--- src/rtl/tt_sweep_pkg.sv ---
// Shared types and constants for the truth-table sweep controller.
// Sweep FSM encoding, golden table default and vector count.
package tt_sweep_pkg;

    typedef enum logic [1:0] {
        IDLE   = 2'd0,
        DRIVE  = 2'd1,
        SAMPLE = 2'd2,
        DONE   = 2'd3
    } state_t;

    localparam logic [15:0] GOLDEN_DEFAULT = 16'h7310;
    localparam int unsigned VEC_COUNT      = 16;
    localparam logic [3:0]  VEC_LAST       = 4'(VEC_COUNT - 1);
    localparam logic [4:0]  FAIL_CNT_MAX   = 5'(VEC_COUNT);

    function automatic logic [4:0] sat_inc(input logic [4:0] cnt);
        return (cnt == FAIL_CNT_MAX) ? cnt : cnt + 5'd1;
    endfunction

endpackage

--- src/rtl/tt_cmp.sv ---
// Combinational comparator: every implementation output vs the golden bit.
// Yields a per-implementation mismatch vector and an any-mismatch flag.
module tt_cmp
    import tt_sweep_pkg::*;
#(
    parameter int N_IMPL = 6
) (
    input  logic [N_IMPL-1:0] i_resp,
    input  logic              i_exp,
    output logic [N_IMPL-1:0] o_mismatch,
    output logic              o_any
);

    assign o_mismatch = i_resp ^ {N_IMPL{i_exp}};
    assign o_any      = |o_mismatch;

endmodule

--- src/rtl/tt_sweep_ctrl.sv ---
// Exhaustive 4-input truth-table sweep against N_IMPL implementations.
// Optional TT_SWEEP_STOP_ON_FAIL_EN ends the sweep at the first mismatch.
module tt_sweep_ctrl
    import tt_sweep_pkg::*;
#(
    parameter logic [15:0] GOLDEN = GOLDEN_DEFAULT,
    parameter int          N_IMPL = 6
) (
    input  logic              clk,
    input  logic              rst_n,
    input  logic              start,
    output logic [3:0]        vec,
    input  logic [N_IMPL-1:0] resp,
    output logic              busy,
    output logic              done,
    output logic              pass,
    output logic [N_IMPL-1:0] err_mask,
    output logic [4:0]        fail_cnt,
    output logic [3:0]        first_fail
);

    state_t            r_state;
    state_t            w_state_nxt;
    logic [3:0]        r_vec;
    logic [3:0]        w_vec_nxt;
    logic              r_busy;
    logic              w_busy_nxt;
    logic              r_done;
    logic              w_done_nxt;
    logic              r_pass;
    logic              w_pass_nxt;
    logic [N_IMPL-1:0] r_err_mask;
    logic [N_IMPL-1:0] w_err_mask_nxt;
    logic [4:0]        r_fail_cnt;
    logic [4:0]        w_fail_cnt_nxt;
    logic [3:0]        r_first_fail;
    logic [3:0]        w_first_fail_nxt;

    logic              w_exp;
    logic [N_IMPL-1:0] w_mismatch;
    logic              w_any;
    logic              w_end;

    assign w_exp = GOLDEN[r_vec];

    tt_cmp #(
        .N_IMPL     (N_IMPL)
    ) u_cmp (
        .i_resp     (resp),
        .i_exp      (w_exp),
        .o_mismatch (w_mismatch),
        .o_any      (w_any)
    );

`ifdef TT_SWEEP_STOP_ON_FAIL_EN
    assign w_end = w_any || (r_vec == VEC_LAST);
`else
    assign w_end = (r_vec == VEC_LAST);
`endif

    always_comb begin
        w_state_nxt      = r_state;
        w_vec_nxt        = r_vec;
        w_done_nxt       = 1'b0;
        w_pass_nxt       = r_pass;
        w_err_mask_nxt   = r_err_mask;
        w_fail_cnt_nxt   = r_fail_cnt;
        w_first_fail_nxt = r_first_fail;
        unique case (r_state)
            IDLE: begin
                if (start) begin
                    w_state_nxt      = DRIVE;
                    w_vec_nxt        = 4'd0;
                    w_pass_nxt       = 1'b0;
                    w_err_mask_nxt   = '0;
                    w_fail_cnt_nxt   = 5'd0;
                    w_first_fail_nxt = 4'd0;
                end
            end
            DRIVE: begin
                w_state_nxt = SAMPLE;
            end
            SAMPLE: begin
                w_err_mask_nxt = r_err_mask | w_mismatch;
                if (w_any) begin
                    w_fail_cnt_nxt = sat_inc(r_fail_cnt);
                    if (r_fail_cnt == 5'd0) begin
                        w_first_fail_nxt = r_vec;
                    end
                end
                // vec stays put on the last (or stopping) vector
                if (w_end) begin
                    w_state_nxt = DONE;
                end else begin
                    w_state_nxt = DRIVE;
                    w_vec_nxt   = r_vec + 4'd1;
                end
            end
            DONE: begin
                w_state_nxt = IDLE;
                w_done_nxt  = 1'b1;
                w_pass_nxt  = (r_err_mask == '0);
            end
        endcase
        w_busy_nxt = (w_state_nxt == DRIVE) || (w_state_nxt == SAMPLE);
    end

    always_ff @(posedge clk or negedge rst_n) begin
        if (!rst_n) begin
            r_state <= IDLE;
        end else begin
            r_state <= w_state_nxt;
        end
    end

    always_ff @(posedge clk or negedge rst_n) begin
        if (!rst_n) begin
            r_vec        <= 4'd0;
            r_busy       <= 1'b0;
            r_done       <= 1'b0;
            r_pass       <= 1'b0;
            r_err_mask   <= '0;
            r_fail_cnt   <= 5'd0;
            r_first_fail <= 4'd0;
        end else begin
            r_vec        <= w_vec_nxt;
            r_busy       <= w_busy_nxt;
            r_done       <= w_done_nxt;
            r_pass       <= w_pass_nxt;
            r_err_mask   <= w_err_mask_nxt;
            r_fail_cnt   <= w_fail_cnt_nxt;
            r_first_fail <= w_first_fail_nxt;
        end
    end

    assign vec        = r_vec;
    assign busy       = r_busy;
    assign done       = r_done;
    assign pass       = r_pass;
    assign err_mask   = r_err_mask;
    assign fail_cnt   = r_fail_cnt;
    assign first_fail = r_first_fail;

endmodule

--- config.mk ---
export PLATFORM = sky130hd
export DESIGN_NAME = tt_sweep_ctrl
export DESIGN_NICKNAME = d
export VERILOG_FILES = /design/src/rtl/tt_sweep_pkg.sv /design/src/rtl/tt_cmp.sv /design/src/rtl/tt_sweep_ctrl.sv
export SDC_FILE = /design/constraint.sdc
export NUM_CORES = 1
export LEC_CHECK = 0
export ABC_AREA = 1
export CAP_MARGIN = 15
export CORE_UTILIZATION = 25
export CTS_CLUSTER_SIZE = 20
export DETAILED_ROUTE_END_ITERATION = 8
export SLEW_MARGIN = 25
export SYNTH_ARGS = -nofsm -noshare
export SYNTH_HDL_FRONTEND = slang
export SYNTH_SLANG_ARGS = --single-unit
--- constraint.sdc ---
create_clock -name clk -period 1.8 [get_ports clk]
set_input_delay 0.36 -clock clk [delete_from_list [all_inputs] [get_ports clk]]
set_output_delay 0.36 -clock clk [all_outputs]
set_load 0.01 [all_outputs]
==> metrics.txt <==
Area contributors post-synth=dfrtp_1 (46%), nand2_1 (12%), inv_1 (6.6%); status=finished clean; Final Cell Area=approximately 1900 um2; Core Box Area=4850 um2; Synth area leader=dfrtp_1; die width=74.1 um; Post-DP Area=roughly 1800 um2; Die Y=approximately 74 um; Final Power=between 2 and 2.5 mW; DRT iter0 DRCs=56; Hold WC Path Type=primary input to asynchronous set/reset pin; vias per inst=4.41; Final ANT Viol Nets=0; Routability Congestion=0.837; flops & latches, synth=24; CTS Sinks=24; WP data required=1970 ps; PnR worst setup slack=74.4 ps; residual DRC count=0; Port Buffers=30; worst slew pin tran=321 ps; Total Negative Setup Slacks=0 ps; headroom to the max-slew limit=78.6%; worst flop-to-flop path endpoint=first_fail[1]; drt wl/cell=11.3 um; # H-tree levels=1; most frequent cells in the layout=clkdlybuf4s50_1 (30), nand2_1 (27), dfrtp_1 (21); setup slack, reg-to-reg=~74 ps; clock share of power=16.1%; Synth Warn #=0; Worst VDD drop=0.569 mV; Synth cell types=23; crit path cell chain=inv_2 > ha_4 > nand2_4 > nand2_4 > nand3_4 > nand2_2 > nand2_2 > nand2_2 > nor2_2 > nand2_2 > buf_6 > nand2_4 > nand2_2 > nand2_2; Initial Utilization=26.8%; slowest stage delay, CP=450 ps; mapped cell area=1300 um2; maximum clock path buffer count=2; top cell type's share of synthesized area=46.2%; fin nets=223; Mapped Nets=175; Worst EP arrival=1900 ps; commonest non-fill, non-tap cell in the layout=clkdlybuf4s50_1; detailed placement HPWL=~2400 um; Power per Cell Area=1190 nW/um2; Tot GR Track Use=about an eighth; CTS tree=yes; unrepaired setup endpoints after global routing=true; mean area per synthesized cell=8.02 um2; Clock Pin Slew Worst Setup and Hold Paths=about 90 ps; vias post-DR=1217; crit-path max FO=6; worst-case reg-to-reg path depth=14; Comb pwr share=49.2%; Worst Skew=~6.4 ps; leak pwr=0.887 nW; Num CTS Buffers=3; WS Path Type=flop to flop; final hold vios=0; Root Buffer Master=clkbuf_8; final wirelength=approximately 3100 um; pin count of the biggest net entering global routing=25; n_diodes=0; r2r startpoint=vec[1]; Slowest-stage cell, CP=dfrtp_2; Critical Path Source Type=flop; Sw Share=38.8%; Max-Cap Viols=0; area grow syn2layout=48.7%; First-pass DRT Iterations=4; Crit. End Element=flop; Final setup viols=0; vias in the first global route=between 1000 and 1500; first-pass GRT wire length=5080 um; most used cell, CP=nand2_2; Worst Hold Slack=roughly 450 ps; kind of cell adding the most delay to the critical path=simple AND/OR/NAND/NOR gates; Critical path buffers and inverters=2; I/O pin cnt=31; global route total overflow=0; Slew Limit Fails=0; Seq pwr share=34.7%; Seq/Total Area, Yosys=between 40 and 50%; fraction of layout instances using a drive strength above 1=25.4%; Final Critical Period=1730 ps; fmax=580 MHz; die area=between 5000 and 6000 um2; fin crit share=95.9%; post-synthesis cell count=162; switching power=0.894 mW; initial antenna violation count=0; Power Internal=around 1.4 mW; Place WS=-34.1 ps; Clock Latency Late Sink=270 ps; row count=25
-- synth_stat cells --
cell,number
a31oi_1,1
o41ai_1,1
inv_1,23
nand2_2,2
nor2_1,15
nand3_1,16
xor2_1,1
o31ai_4,1
o21ai_0,9
clkbuf_1,1
nand3_2,1
nand3_4,1
clkbuf_8,1
ha_1,4
dfrtp_1,24
nand2_4,1
nor3_1,1
a21oi_1,5
nand2_1,43
buf_6,1
xnor2_1,1
o22ai_1,2
nand4_1,7
-- what timing repair did --
item	4_1_cts	5_1_grt
buffers inserted	0	3
hold buffers	0	0
endpoints found under the setup margin	9	9
gates resized for setup	1	32
pin swaps	0	11
-- power by group through the flow --
stage	Combinational, mW	Clock, mW	Sequential [mW]
after floorplan	0.516	0	0.841
after global placement	1.06	0	0.801
after detailed placement	1.07	0	0.800
after CTS	1.08	0.383	0.790
after global routing	1.25	0.406	0.821
final	1.13	0.371	0.800
-- final cells by class --
type | count | area (um2)
Fill cell | 509 | 2920
Multi-Input combinational cell | 112 | 679
Sequential cell | 24 | 604
Timing Repair Buffer | 46 | 424
Inverter | 23 | 86.3
Tap cell | 67 | 83.8
Clock buffer | 4 | 55.1
-- how the worst max path moves through the flow --
stage	depth (start not counted)	to	start	slack [ps]
2_1_floorplan	12	first_fail[0]	vec[1]	90
3_3_place_gp	14	first_fail[1]	vec[0]	30
3_5_place_dp	12	first_fail[1]	vec[0]	-30
4_1_cts	12	first_fail[3]	vec[0]	20
5_1_grt	14	first_fail[2]	vec[1]	-60
6_report	14	first_fail[1]	vec[1]	70
-- metal layers --
layer	wire length (um)	GRT usage, %	vias up
li1	-	-	622
met1	1520	17.5	569
met2	1430	18.4	24
met3	151	3.52	2
met4	19	3.21	0
met5	0	0	-
-- through the flow --
step / cells / utilization (%)
6_report: 276 / 39.9
4_1_cts: 273 / 37.3
3_5_place_dp: 269 / 36.2
5_1_grt: 276 / 39.9
2_1_floorplan: 162 / -
3_3_place_gp: 269 / 36.2
-- sequential cells by signal, indices dropped and copies added, names as in the netlist --
| register | cells |
|---|---|
| first_fail | 4 |
| pass | 1 |
| err_mask | 6 |
| done | 1 |
| r_state | 2 |
| vec | 4 |
| fail_cnt | 5 |
| busy | 1 |
-- logic make-up (layout without fill, tap and decap cells) --
family	count (synthesis)	count (layout)	share of synthesized area (%)
xor+xnor	2	2	1.35
compound gates	19	19	9.14
buf+inv	26	73	8.85
simple gates	87	87	30.6
flops	24	24	46.2
fa+ha+maj	4	4	3.85
Power figures use the tool's default switching activity.
